$ cat config.mk
export PLATFORM = sky130hd
export DESIGN_NAME = ex_pipe_sequencer
export DESIGN_NICKNAME = d
export VERILOG_FILES = /design/src/rtl/ex_pipe_sequencer_pkg.sv /design/src/rtl/ex_pipe_sequencer_pipe_flush_pulse.sv /design/src/rtl/ex_pipe_sequencer.sv
export SDC_FILE = /design/constraint.sdc
export NUM_CORES = 1
export LEC_CHECK = 0
export ABC_AREA = 1
export BUFFER_PORTS_ARGS = -buffer_cell sky130_fd_sc_hd__buf_4
export CORE_ASPECT_RATIO = 1.4
export CORE_MARGIN = 2
export CORE_UTILIZATION = 55
export CTS_BUF_LIST = sky130_fd_sc_hd__clkbuf_16
export CTS_CLUSTER_DIAMETER = 100
export DETAILED_ROUTE_END_ITERATION = 16
export GPL_ROUTABILITY_DRIVEN = 0
export GPL_TIMING_DRIVEN = 0
export PLACE_DENSITY = 0.79
export SLEW_MARGIN = 15
export SYNTH_ARGS = -nofsm -noshare
export SYNTH_HDL_FRONTEND = slang
export SYNTH_SLANG_ARGS = --single-unit
$ cat constraint.sdc
create_clock -name Clock -period 1.75 [get_ports Clock]
set_input_delay 0.0875 -clock Clock [delete_from_list [all_inputs] [get_ports Clock]]
set_output_delay 0.0875 -clock Clock [all_outputs]
set_load 0.03 [all_outputs]
$ cat src/rtl/ex_pipe_sequencer_pkg.sv
// ex_pipe_sequencer_pkg: sequencer state encoding and default multi-cycle latency
package ex_pipe_sequencer_pkg;
    typedef enum logic [1:0] {
        RUN     = 2'd0,
        MC_WAIT = 2'd1,
        HALT    = 2'd2
    } state_t;
    localparam int MULTI_CYCLE_LATENCY = 4;
endpackage

$ cat src/rtl/ex_pipe_sequencer_pipe_flush_pulse.sv
// pipe_flush_pulse: registered flush pulse (fire -> pulse next cycle), async active-low Reset clears it
module pipe_flush_pulse (
    input  logic Clock,
    input  logic Reset,
    input  logic fire,
    output logic pulse
);
    always_ff @(posedge Clock or negedge Reset)
        if (!Reset) pulse <= 1'b0;
        else pulse <= fire;
endmodule

$ cat src/rtl/ex_pipe_sequencer.sv
// ex_pipe_sequencer: Tick-qualified stall/flush sequencer driving pipeline register enables, flush pulses and stall statistics
module ex_pipe_sequencer
    import ex_pipe_sequencer_pkg::*;
#(
    parameter int MultiCycleLatency = MULTI_CYCLE_LATENCY,
    parameter int CntWidth = 6,
    parameter int StatWidth = 16
) (
    input  logic                 Clock,
    input  logic                 Reset,
    input  logic                 Tick,
    input  logic                 load_use_hazard,
    input  logic                 jal_ex,
    input  logic                 branch_taken_ex,
    input  logic                 mc_start,
    input  logic                 halt_req,
    output logic                 pc_en,
    output logic                 if_id_en,
    output logic                 id_ex_en,
    output logic                 ex_mem_en,
    output logic                 mem_wb_en,
    output logic                 if_id_flush,
    output logic                 id_ex_flush,
    output logic                 ex_mem_flush,
    output logic                 mc_busy,
    output logic                 halted,
    output logic [StatWidth-1:0] stall_count
);
    state_t state, state_nx;
    logic [CntWidth-1:0] cnt, cnt_nx;
    logic [4:0] en;
    logic fl_if_id, fl_id_ex, fl_ex_mem;
    always_comb begin
        state_nx = state;
        cnt_nx = cnt;
        en = 5'b11111;
        fl_if_id = 1'b0;
        fl_id_ex = 1'b0;
        fl_ex_mem = 1'b0;
        case (state)
            RUN:
                if (halt_req) begin
                    en = 5'b00000;
                    state_nx = HALT;
                end else if (jal_ex || branch_taken_ex) begin
                    fl_if_id = 1'b1;
                    fl_id_ex = 1'b1;
                end else if (mc_start) begin
                    en = 5'b00001;
                    fl_ex_mem = 1'b1;
                    cnt_nx = CntWidth'(MultiCycleLatency - 1);
                    state_nx = MC_WAIT;
                end else if (load_use_hazard) begin
                    en = 5'b00111;
                    fl_id_ex = 1'b1;
                end
            MC_WAIT:
                if (cnt != '0) begin
                    en = 5'b00001;
                    cnt_nx = cnt - 1'b1;
                end else begin
                    state_nx = RUN;
                end
            HALT: begin
                en = 5'b00000;
                state_nx = halt_req ? HALT : RUN;
            end
            default: state_nx = RUN;
        endcase
    end
    assign {pc_en, if_id_en, id_ex_en, ex_mem_en, mem_wb_en} = en;
    assign mc_busy = state == MC_WAIT;
    assign halted = state == HALT;
    always_ff @(posedge Clock or negedge Reset)
        if (!Reset) begin
            state <= RUN;
            cnt <= '0;
            stall_count <= '0;
        end else if (Tick) begin
            state <= state_nx;
            cnt <= cnt_nx;
            if (!(&en) && !(&stall_count)) stall_count <= stall_count + 1'b1;
        end
    pipe_flush_pulse u_if_id_flush (
        .Clock(Clock),
        .Reset(Reset),
        .fire (Tick & fl_if_id),
        .pulse(if_id_flush)
    );
    pipe_flush_pulse u_id_ex_flush (
        .Clock(Clock),
        .Reset(Reset),
        .fire (Tick & fl_id_ex),
        .pulse(id_ex_flush)
    );
    pipe_flush_pulse u_ex_mem_flush (
        .Clock(Clock),
        .Reset(Reset),
        .fire (Tick & fl_ex_mem),
        .pulse(ex_mem_flush)
    );
endmodule

# After elaboration in Yosys (flattened, before gate mapping)
# Index checks and enable logic that the tools add are counted.
# W data, S select, Z words.
totals:
  rom_bits: 0
  out_inout_bits: 26
  word_cells: 61
  inputBits: 8
  n_memories: 0
  ram_bits: 0
  latch_bits: 0
  reg_bits: 27
op_classes:
  eq_ne: 9
  reduce_logical: 12
  n_addsub: 2
  n_lt_le_gt_ge: 0
  muxes: 29
  bitwise_logic: 3
  n_div: 0
  n_mul: 0
  n_shift: 0
op_table:
  columns: ["operator", "count"]
  rows:
  - ["$mux W5", 5]
  - ["$mux W6", 4]
  - ["$add A16 B1 Y16 const B", 1]
  - ["$reduce_and A16 Y1", 1]
  - ["$pmux W5 S3", 1]
  - ["$mux W1", 12]
  - ["$pmux W6 S2", 1]
  - ["$mux W2", 5]
  - ["$ne A2 B2 Y1 const B", 4]
  - ["$ne A3 B3 Y1 const B", 2]
  - ["$pmux W2 S3", 1]
  - ["$reduce_and A6 Y1", 1]
  - ["$reduce_bool A6 Y1", 1]
  - ["$sub A6 B1 Y6 const B", 1]
  - ["$reduce_and A5 Y1", 1]
  - ["$reduce_and A4 Y1", 1]
  - ["$and A1 B1 Y1", 3]
  - ["$eq A2 B1 Y1 const B", 1]
  - ["$eq A2 B2 Y1 const B", 1]
  - ["$logic_not A1 Y1", 2]
  - ["$logic_not A2 Y1", 1]
  - ["$ne A2 B1 Y1 const B", 1]
  - ["$reduce_and A2 Y1", 1]
  - ["$reduce_bool A2 Y1", 1]
  - ["2 further kinds", 2]

# Depth between registers and ports, before layout
# Gate-level depths: netlist of run 1.
logic_depth:
  depth_word: 9
  mapped_depth: 9
  ltp_nobuf: 9

# By module
# Synthesis of run 1 repeated with hierarchy kept, for this count alone.
hier_totals:
  cells_unflattened: 257
  hier_area_um2: 1811.7
by_module_without_submodules:
  columns: ["mod", "instances", "area_each_um2", "cells_each"]
  rows:
  - ["ex_pipe_sequencer", 1, 1736.7, 254]
  - ["pipe_flush_pulse", 3, 25.0, 1]

# Worst setup path after synthesis of run 1
# Ideal clock, no wire load.
synth_path:
  path_type: "register -> register"
  from: "register stall_count[1]"
  to: "register stall_count[2]"
  arrival_time_ps: 1559
  required_ps: 1631
  stages_incl_launch_ff: 8
  synth_period_minus_slack_ps: 1678
  slack_ps: 72
  cell_sequence: "dfrtp_1 -> ha_1 -> nand3_2 -> nor2_4 -> nand2_4 -> buf_2 -> nand4_1 -> nand2_1"
synth_between:
  elab_chain_len: 4
  elab_cells_between_ends: 5
synth_lines:
  columns: ["element", "line", "rtl"]
  rows:
  - ["from (decl)", "ex_pipe_sequencer.sv:27", "output logic [StatWidth-1:0] stall_count"]
  - ["from (signal assigned)", "ex_pipe_sequencer.sv:82", "if (!(&en) && !(&stall_count)) stall_count <= stall_count + 1'b1;"]
  - ["branches (longest 4 deep; another with $add A16 B1 Y16)", null, null]
# Parallel ways; which one is timed is not known.
# A chain may end at the register's enable or synchronous reset.

# Final worst setup path of run 1
layout_path:
  from: "register cnt[0]"
  to: "output port pc_en"
layout_between:
  elab_chain_len: 3
layout_lines:
  columns: ["element", "line", "rtl"]
  rows:
  - ["from (decl)", "ex_pipe_sequencer.sv:30", "logic [CntWidth-1:0] cnt, cnt_nx;"]
  - ["from (signal assigned)", "ex_pipe_sequencer.sv:81", "cnt <= cnt_nx;"]
  - ["$reduce_bool A6 Y1", "ex_pipe_sequencer.sv:58", "if (cnt != '0) begin"]
  - ["$mux W5", "ex_pipe_sequencer.sv:58", null]
  - ["$pmux W5 S3", "ex_pipe_sequencer.sv:40", "case (state)"]
  - ["to (decl)", "ex_pipe_sequencer.sv:17", "output logic pc_en,"]
# Every way passes these cells.

==> flow_summary.toml, run 1 <==
[sta]
fin_tns_setup_ns = 0
final.period_utilization = 0.959
fmax_mhz = 596
finalCriticalPeriod_ns = 1.68
skew_ns = 0.00242
worst_slew_pin_slew_ns = 0.490
maxSlewViolCount = 0
hold_viol_final = 0
setup-violations-final = 0
max_slew_margin = 0.673

[global_routing]
grt_overflow_total = 0
grt_pass1_wl_um = 6970
antenna_found_initial = 0
track_usage = 0.241
grt_pass1_vias = 1640
grt_max_degree = 28

[logic_synthesis]
syn_inst = 267
yosysTopAreaCell = "dfrtp_1"
ys_seq_area_frac = 0.367
synthTopCellsByCount = "nand2_1 (85), nor2_1 (32), dfrtp_1 (27), nand3_1 (27), inv_1 (26)"
ys.flop_type = "dfrtp_1"
syn_avg_cell_area_sq_um = 6.89
synth_edf_count = 0
yosysTopAreaCellShare = 0.367
synth_warnings = 0
synth_area_sq_um = 1840
synth_nets = 278
synth_cell_types = 26
synth_seq_cells = 27
ys_top_cells_by_area = "dfrtp_1 (37%), nand2_1 (17%), nand3_1 (7.3%), nor2_1 (6.5%), nand4_1 (6.1%)"
synthMostInstantiatedCell = "nand2_1"
synthArstFlopShare = 1.00

[floorplanning]
die_area_sq_um = 3830
start_util = 0.584
dieHeight_um = 72.4
io-pin-count = 34
die_w_um = 52.9
coreArea_sq_um = 3150
rows = 24

[clocking]
cts_tree = "yes"
cts_inserted_buffers = 3
insertion_delay_ns = 0.26
h-tree-depth = 1
cts_setup_buffers = 0
cts.clk_slew.worst_paths_ns = 0.07
cts.sinks = 27
clk_path_buf_depth = 2
clock-root-buffer = "clkbuf_16"

[worst_setup_path]
r2r_cells = 7
cp.required_ns = 1.66
slowest_delay_ns = 0.39
critPathTopFamily = "flip-flops"
path_buf_inv = 3
setup.worst_path.start_class = "flip-flop"
crit_top_cell = "buf_4"
cp.arrival_ns = 1.59
critical_path.max_fanout = 5
cp.depth = 6
path_cells = "inv_1 -> ha_1 -> nand4_4 -> nand3_2 -> buf_4 -> buf_4"
crit_type = "reg -> out"
worstSetupEndpointType = "output pin"
slowest_stage = "dfrtp_1"

[routing]
drc_errors = 0
met2_length_um = 2390
vias_per_cell = 5.29
wl_met3_um = 178
postRouteWirelength_um = 4340
routedWlPerCell_um = 12.7
vias = 1814
wl_met1_um = 1720
first_pass_iters = 4
dr.max_layer_used = "met4"
drt_iter0_drc = 33
final_antenna_net_count = 0

[finish]
post-route-cell-area_sq_um = 2240
multi_input_area_sq_um = 993
num_antenna_cells = 0
fill_cells = 297
regArea_sq_um = 677
layout-drive-gt1-share = 0.227
areaGrowthSynthToFinish_pct = 21.7
nets = 316

[power_and_ir_drop]
p_per_area_nw_per_um2 = 977
vdd_drop_max_mv = 0.756
power.leakage_uw = 0.00119

[run_status]
status = "finished, final reports clean"

[placement]
io_buffers = 32
dpl_cell_area_sq_um = 2130
dp_hpwl_um = 3160

[job]
cap_violations = 0

[hold_path]
hold_path.class = "in -> reg"
whs_path_depth = 3
[stage by stage]
step | setup slack [ns] | total power [uW] | util | instances | hold WS, ns
after floorplan | 0.0720 | 1410 | - | 267 | -0.208
after global placement | 0.0705 | 1640 | 0.675 | 338 | 0.0260
after detailed placement | 0.0520 | 1660 | 0.675 | 338 | 0.0268
after CTS | 0.0403 | 2180 | 0.704 | 343 | 0.0937
after global routing | -0.000116 | 2310 | 0.710 | 343 | 0.130
final | 0.0716 | 2190 | 0.710 | 343 | 0.0864
[kinds of logic after synthesis]
| family | count (synthesis) | share of synthesized area |
|---|---|---|
| and+or+nand+nor | 176 | 0.448 |
| buffers and inverters | 44 | 0.104 |
| DFF | 27 | 0.367 |
| AOI/OAI and AO/OA | 10 | 0.0272 |
| xor gates and xnor gates | 7 | 0.0333 |
| adders and majority gates | 3 | 0.0204 |
[cells in the final DEF (no fill, tap or decap)]
cell type and instances:
nand3b_1 1, ha_2 1, o21ai_0 3, xnor2_1 1
buf_4 34, buf_2 3, ha_1 2, dfrtp_1 26
nand4_4 2, nand4_1 18, nor2_2 5, or2_1 1
inv_1 27, clkinv_1 1, clkbuf_16 3, nand2_1 85
nand3_2 2, nand2_2 3, o21ai_1 5, dlygate4sd3_1 1
nand2_4 1, nor2_1 29, buf_1 1, buf_6 2
xor2_1 6, inv_2 9, dfrtp_2 1, a21oi_1 2
nand3_1 26, nor2_4 3
[worst min-delay path, stage by stage]
cell	delay, ns
buf_4	0.08
a21oi_1	0.05
nor2_1	0.09
[layer usage]
| layer | vias to the layer above | GRT usage |
|---|---|---|
| met1 | 846 | 0.262 |
| met4 | 0 | 0.0798 |
| met2 | 42 | 0.464 |
| met5 | - | 0 |
| li1 | 920 | - |
| met3 | 6 | 0.0267 |
[flip-flops by register name, indices dropped and copies added, names as in the netlist]
name and cells:
cnt 6, u_ex_mem_flush.pulse 1, state 2, u_if_id_flush.pulse 1
u_id_ex_flush.pulse 1, stall_count 16
[worst paths after layout]
kind	start	to	slack, ns
worst max-delay path	cnt[0]	pc_en	0.07
worst min-delay path	load_use_hazard	u_id_ex_flush.pulse	0.09
worst max register to register	stall_count[1]	stall_count[2]	0.10
worst min register to register	cnt[0]	cnt[0]	0.53
max in group asynchronous	Reset	stall_count[0]	1.17
min in group asynchronous	Reset	stall_count[5]	0.30
[timing repair]
item                                    4_1_cts  5_1_grt
endpoints found under the setup margin        1       18
hold buffers                                  1        0
hold endpoints to repair                     27        0
gates resized for setup                       1        6
cloned                                        0        0
[where the power goes]
part           switching, uW  total (uW)  internal, uW
Clock                    217         523           306
Sequential               107         820           713
Combinational            537         845           309
[final cells by class]
| type | count | share of cell area |
|---|---|---|
| inverters | 36 | 0.0603 |
| clock buffers | 3 | 0.0335 |
| repair buffers | 33 | 0.112 |
| flip-flops and latches | 27 | 0.302 |
| clock inverters | 1 | 0.00168 |
| plain buffers | 8 | 0.0251 |
| well taps | 39 | 0.0218 |
| multi-input cells | 196 | 0.444 |
No activity file was read; power rests on OpenSTA's default activity.
==> inputs of run 2 (changes only) <==
--- a/config.mk
+++ b/config.mk
@@ -9,13 +9,13 @@
 export BUFFER_PORTS_ARGS = -buffer_cell sky130_fd_sc_hd__buf_4
 export CORE_ASPECT_RATIO = 1.4
 export CORE_MARGIN = 2
-export CORE_UTILIZATION = 55
+export CORE_UTILIZATION = 28
 export CTS_BUF_LIST = sky130_fd_sc_hd__clkbuf_16
 export CTS_CLUSTER_DIAMETER = 100
 export DETAILED_ROUTE_END_ITERATION = 16
 export GPL_ROUTABILITY_DRIVEN = 0
 export GPL_TIMING_DRIVEN = 0
-export PLACE_DENSITY = 0.79
+export RECOVER_POWER = 25
 export SLEW_MARGIN = 15
 export SYNTH_ARGS = -nofsm -noshare
 export SYNTH_HDL_FRONTEND = slang
==> run 2 against run 1 <==
Compared with the run above: sequential share of layout area down 0.85 points; clock skew rose by 0.0077 ns; design area rose by 2.9%; combinational power grew 3.1%.
==> flow_summary.toml, run 2 (synthesis results as in run 1) <==
[global_routing]
grt_pass1_wl_um = 7820
track_usage = 0.133
antenna_found_initial = 0
grt_max_degree = 28
grt_overflow_total = 0
grt_pass1_vias = 1748

[floorplanning]
start_util = 0.284
io-pin-count = 34
rows = 35
coreArea_sq_um = 6480
dieHeight_um = 99.9
die_area_sq_um = 7250
die_w_um = 72.5

[worst_setup_path]
slowest_stage = "dfrtp_1"
path_cells = "inv_1 -> ha_2 -> nand4_4 -> nand3_2 -> buf_4 -> buf_4"
r2r-start = "stall_count[0]"
worstSetupEndpointType = "output pin"
crit_top_cell = "buf_4"
slowest_delay_ns = 0.40
cp.arrival_ns = 1.55
r2r_cells = 7
ff2ff_setup_slack_ns = 0.12
cp.required_ns = 1.66
setup.worst_path.start_class = "flip-flop"
worstReg2RegEnd = "stall_count[13]"
critical_path.max_fanout = 5
crit_type = "reg -> out"

[routing]
postRouteWirelength_um = 4570
wl_met1_um = 1910
first_pass_iters = 5
wl_met3_um = 161
drc_errors = 0
vias_per_cell = 4.70
dr.max_layer_used = "met4"
met2_length_um = 2440
vias = 1787
drt_iter0_drc = 48
routedWlPerCell_um = 12.0
final_antenna_net_count = 0

[sta]
maxSlewViolCount = 0
fin_tns_setup_ns = 0
rsz0062_at_grt = "no"
hold_viol_final = 0
max_slew_margin = 0.537
setup-violations-final = 0
worst_slew_pin_slew_ns = 0.695
holdWs_ns = 0.0886
finalCriticalPeriod_ns = 1.64
fmax_mhz = 610
skew_ns = 0.0101
final.period_utilization = 0.937

[finish]
fin_cells = 380
largest_reg_flops = 16
layout-drive-gt1-share = 0.242
top_register = "stall_count"
final_common_cell = "nand2_1"
areaGrowthSynthToFinish_pct = 25.2
top_regs = "stall_count: 16 flops, cnt: 6 flops, state: 2 flops"
num_antenna_cells = 0
layout_common_cells = "nand2_1 (85), buf_4 (35), nor2_1 (28)"
finish.utilization = 0.356
nets = 318

[power_and_ir_drop]
power.leakage_uw = 0.00120
p_per_area_nw_per_um2 = 967
vdd_drop_max_mv = 0.550
total_power_uw = 2230

[clocking]
cts_tree = "yes"
h-tree-depth = 1
cts.sinks = 27
clock-root-buffer = "clkbuf_16"
cts.clk_slew.worst_paths_ns = 0.07
cts_inserted_buffers = 3
clk_path_buf_depth = 2
insertion_delay_ns = 0.27

[hold_path]
hold_path.class = "in -> reg"
hold_end = "u_id_ex_flush.pulse"
whs_path_depth = 3
min_from = "load_use_hazard"

[placement]
place_inst = 373
io_buffers = 32
dp_hpwl_um = 3470

[job]
cap_violations = 0

[run_status]
status = "finished, final reports clean"
==> run 2: worst max path at each step <==
stage	startpoint	slack [ns]	depth (start not counted)	to
5_1_grt	stall_count[0]	0.01	7	stall_count[13]
3_3_place_gp	stall_count[0]	0.06	7	stall_count[3]
6_report	cnt[0]	0.11	6	pc_en
3_5_place_dp	stall_count[1]	0.06	7	stall_count[3]
4_1_cts	state[0]	0.02	6	pc_en
2_1_floorplan	stall_count[1]	0.07	7	stall_count[2]
==> run 2: cell type report <==
cell class | count | area (sq um)
Clock inverter | 1 | 7.51
Fill cell | 705 | 4180
Timing Repair Buffer | 35 | 263
Multi-Input combinational cell | 196 | 998
Tap cell | 74 | 92.6
Inverter | 36 | 135
Sequential cell | 27 | 677
Clock buffer | 3 | 75.1
Buffer | 8 | 56.3
==> run 2: where the power goes <==
part	switching [uW]	internal, uW	total (uW)
Clock	232	312	544
Sequential	103	711	814
Combinational	542	328	871
Total	878	1350	2230
==> run 2: per-layer routing <==
layer	GRT usage	vias up
li1	-	925
met1	0.156	830
met2	0.247	27
met3	0.0161	5
met4	0.0413	0
met5	0	-
==> run 2: worst max-delay path, delay by kind of cell (launching register included) <==
kind                     cells  cell delay, ns
AND/OR/NAND/NOR              2            0.32
buffers and inverters        3            0.36
flip-flops                   1            0.40
adder cells (fa/ha/maj)      1            0.22
==> run 2: what timing repair did <==
item	in CTS	in global routing
cloned	0	0
gates resized for setup	2	7
endpoints found under the setup margin	2	20
hold buffers	1	0
pin swaps	0	2
buffers inserted	0	2
hold endpoints to repair	27	0
==> run 2: metrics by stage <==
stage          instance area (sq um)  worst slack [ns]
2_1_floorplan                   1840            0.0720
5_1_grt                         2300            0.0121
3_5_place_dp                    2170            0.0568
4_1_cts                         2270            0.0152
3_3_place_gp                    2170            0.0580
6_report                        2300             0.110
==> inputs of run 3 (changes only) <==
--- a/config.mk
+++ b/config.mk
@@ -7,6 +7,8 @@
 export LEC_CHECK = 0
 export ABC_AREA = 1
 export BUFFER_PORTS_ARGS = -buffer_cell sky130_fd_sc_hd__buf_4
+export CELL_PAD_IN_SITES_DETAIL_PLACEMENT = 1
+export CELL_PAD_IN_SITES_GLOBAL_PLACEMENT = 2
 export CORE_ASPECT_RATIO = 1.4
 export CORE_MARGIN = 2
 export CORE_UTILIZATION = 28
@@ -15,6 +17,7 @@
 export DETAILED_ROUTE_END_ITERATION = 16
 export GPL_ROUTABILITY_DRIVEN = 0
 export GPL_TIMING_DRIVEN = 0
+export PLACE_DENSITY_LB_ADDON = 0.1
 export RECOVER_POWER = 25
 export SLEW_MARGIN = 15
 export SYNTH_ARGS = -nofsm -noshare
==> run 3 against run 2 <==
Compared with the run above: final cell count up 0.26%; critical endpoint is now id_ex_en; global-route usage up 2.2 points; wire length grew 18%; flip-flop and latch count unchanged; clock skew down 0.0026 ns; highest routed layer unchanged; critical path depth unchanged; via count grew 3.5%; largest cell class unchanged.
==> flow_summary.toml, run 3 (synthesis results as in run 1) <==
[floorplanning]
die_area_sq_um = 7250
start_util = 0.284
die_w_um = 72.5
coreArea_sq_um = 6480
dieHeight_um = 99.9
io-pin-count = 34
rows = 35

[clocking]
clk_path_buf_depth = 2
cts_inserted_buffers = 3
insertion_delay_ns = 0.27
cts_tree = "yes"
cts.clk_slew.worst_paths_ns = 0.07
h-tree-depth = 1
clock-root-buffer = "clkbuf_16"
cts.sinks = 27

[placement]
io_buffers = 32
pre_cts_ws_ns = -0.0287
place_inst = 373
dp_hpwl_um = 4030

[sta]
finalCriticalPeriod_ns = 1.65
skew_ns = 0.00743
worst_slew_pin_slew_ns = 0.745
hold_viol_final = 0
fin_tns_setup_ns = 0
max_slew_margin = 0.503
fmax_mhz = 606
setup-violations-final = 0
rsz0062_at_grt = "yes"
maxSlewViolCount = 0
fin_ws_ns = 0.101
holdWs_ns = 0.113
final.period_utilization = 0.942

[global_routing]
grt_max_degree = 28
grt_pass1_wl_um = 8850
track_usage = 0.155
antenna_found_initial = 0
grt_pass1_vias = 1860
grt_overflow_total = 0

[routing]
first_pass_iters = 4
routedWlPerCell_um = 14.1
vias = 1850
drt_iter0_drc = 72
postRouteWirelength_um = 5380
vias_per_cell = 4.86
drc_errors = 0
final_antenna_net_count = 0

[finish]
num_antenna_cells = 0
nets = 319
finish.utilization = 0.359
layout_common_cells = "nand2_1 (85), buf_4 (36), inv_1 (27), nor2_1 (27), nand3_1 (26)"
top_register = "stall_count"
top_regs = "stall_count: 16 flops, cnt: 6 flops, state: 2 flops"
final_common_cell = "nand2_1"
areaGrowthSynthToFinish_pct = 26.3
layout-drive-gt1-share = 0.248
fin_cells = 381
largest_reg_flops = 16

[power_and_ir_drop]
power.leakage_uw = 0.00121
p_per_area_nw_per_um2 = 984
vdd_drop_max_mv = 0.433

[run_status]
status = "finished, final reports clean"

[worst_setup_path]
crit_type = "reg -> out"
slowest_stage = "dfrtp_1"
worstSetupEndpointType = "output pin"
crit_top_cell = "buf_4"
cp.required_ns = 1.66
critical_path.max_fanout = 5
path_cells = "inv_1 -> ha_2 -> nand4_4 -> nand3_1 -> buf_4 -> buf_4"
slowest_delay_ns = 0.39
cp.arrival_ns = 1.56
r2r_cells = 7
setup.worst_path.start_class = "flip-flop"

[job]
cap_violations = 0

[hold_path]
whs_path_depth = 3
hold_path.class = "in -> reg"
[run 3: timing repair]
item,CTS,global route
buffers inserted,0,3
pin swaps,0,0
hold buffers,1,0
endpoints found under the setup margin,17,19
resized for setup,2,11
endpoints found under the hold margin,27,0
[run 3: stage by stage]
step	instance area, sq um	power (uW)
CTS	2270	2260
global placement	2170	1680
floorplan	1840	1410
detailed placement	2170	1690
global route	2320	2440
finish	2320	2290
[run 3: layout make-up]
class / count / area (sq um)
plain buffers: 8 / 56.3
clock buffers: 3 / 75.1
clock inverters: 1 / 3.75
fillers: 829 / 4160
inverters: 36 / 135
multi-input cells: 196 / 1010
flip-flops and latches: 27 / 678
well taps: 74 / 92.6
repair buffers: 36 / 270
[run 3: where the power goes]
part / switching [uW] / internal, uW
logic: 583 / 354
registers: 98.9 / 711
clock network: 234 / 307
total: 916 / 1370
[run 3: final timing paths]
check | endpoint | from | slack, ns
setup / recovery | id_ex_en | cnt[0] | 0.10
hold / removal | u_if_id_flush.pulse | jal_ex | 0.11
setup reg to reg | stall_count[2] | stall_count[0] | 0.13
hold reg to reg | cnt[0] | cnt[0] | 0.53
max in group asynchronous | state[0] | Reset | 0.81
min in group asynchronous | stall_count[4] | Reset | 0.42
[run 3: metal layers]
layer	part of all wire	vias to the layer above	global-route usage
met3	0.022	5	0.0151
met5	0	-	0
met2	0.57	22	0.303
met1	0.40	896	0.174
met4	0.011	0	0.0385
li1	-	927	-
[run 3: worst max-delay path, delay by kind of cell (launching register included)]
kind,cells,cell delay (ns)
flip-flops,1,0.39
buffers and inverters,3,0.36
adder cells (fa/ha/maj),1,0.22
AND/OR/NAND/NOR,2,0.31
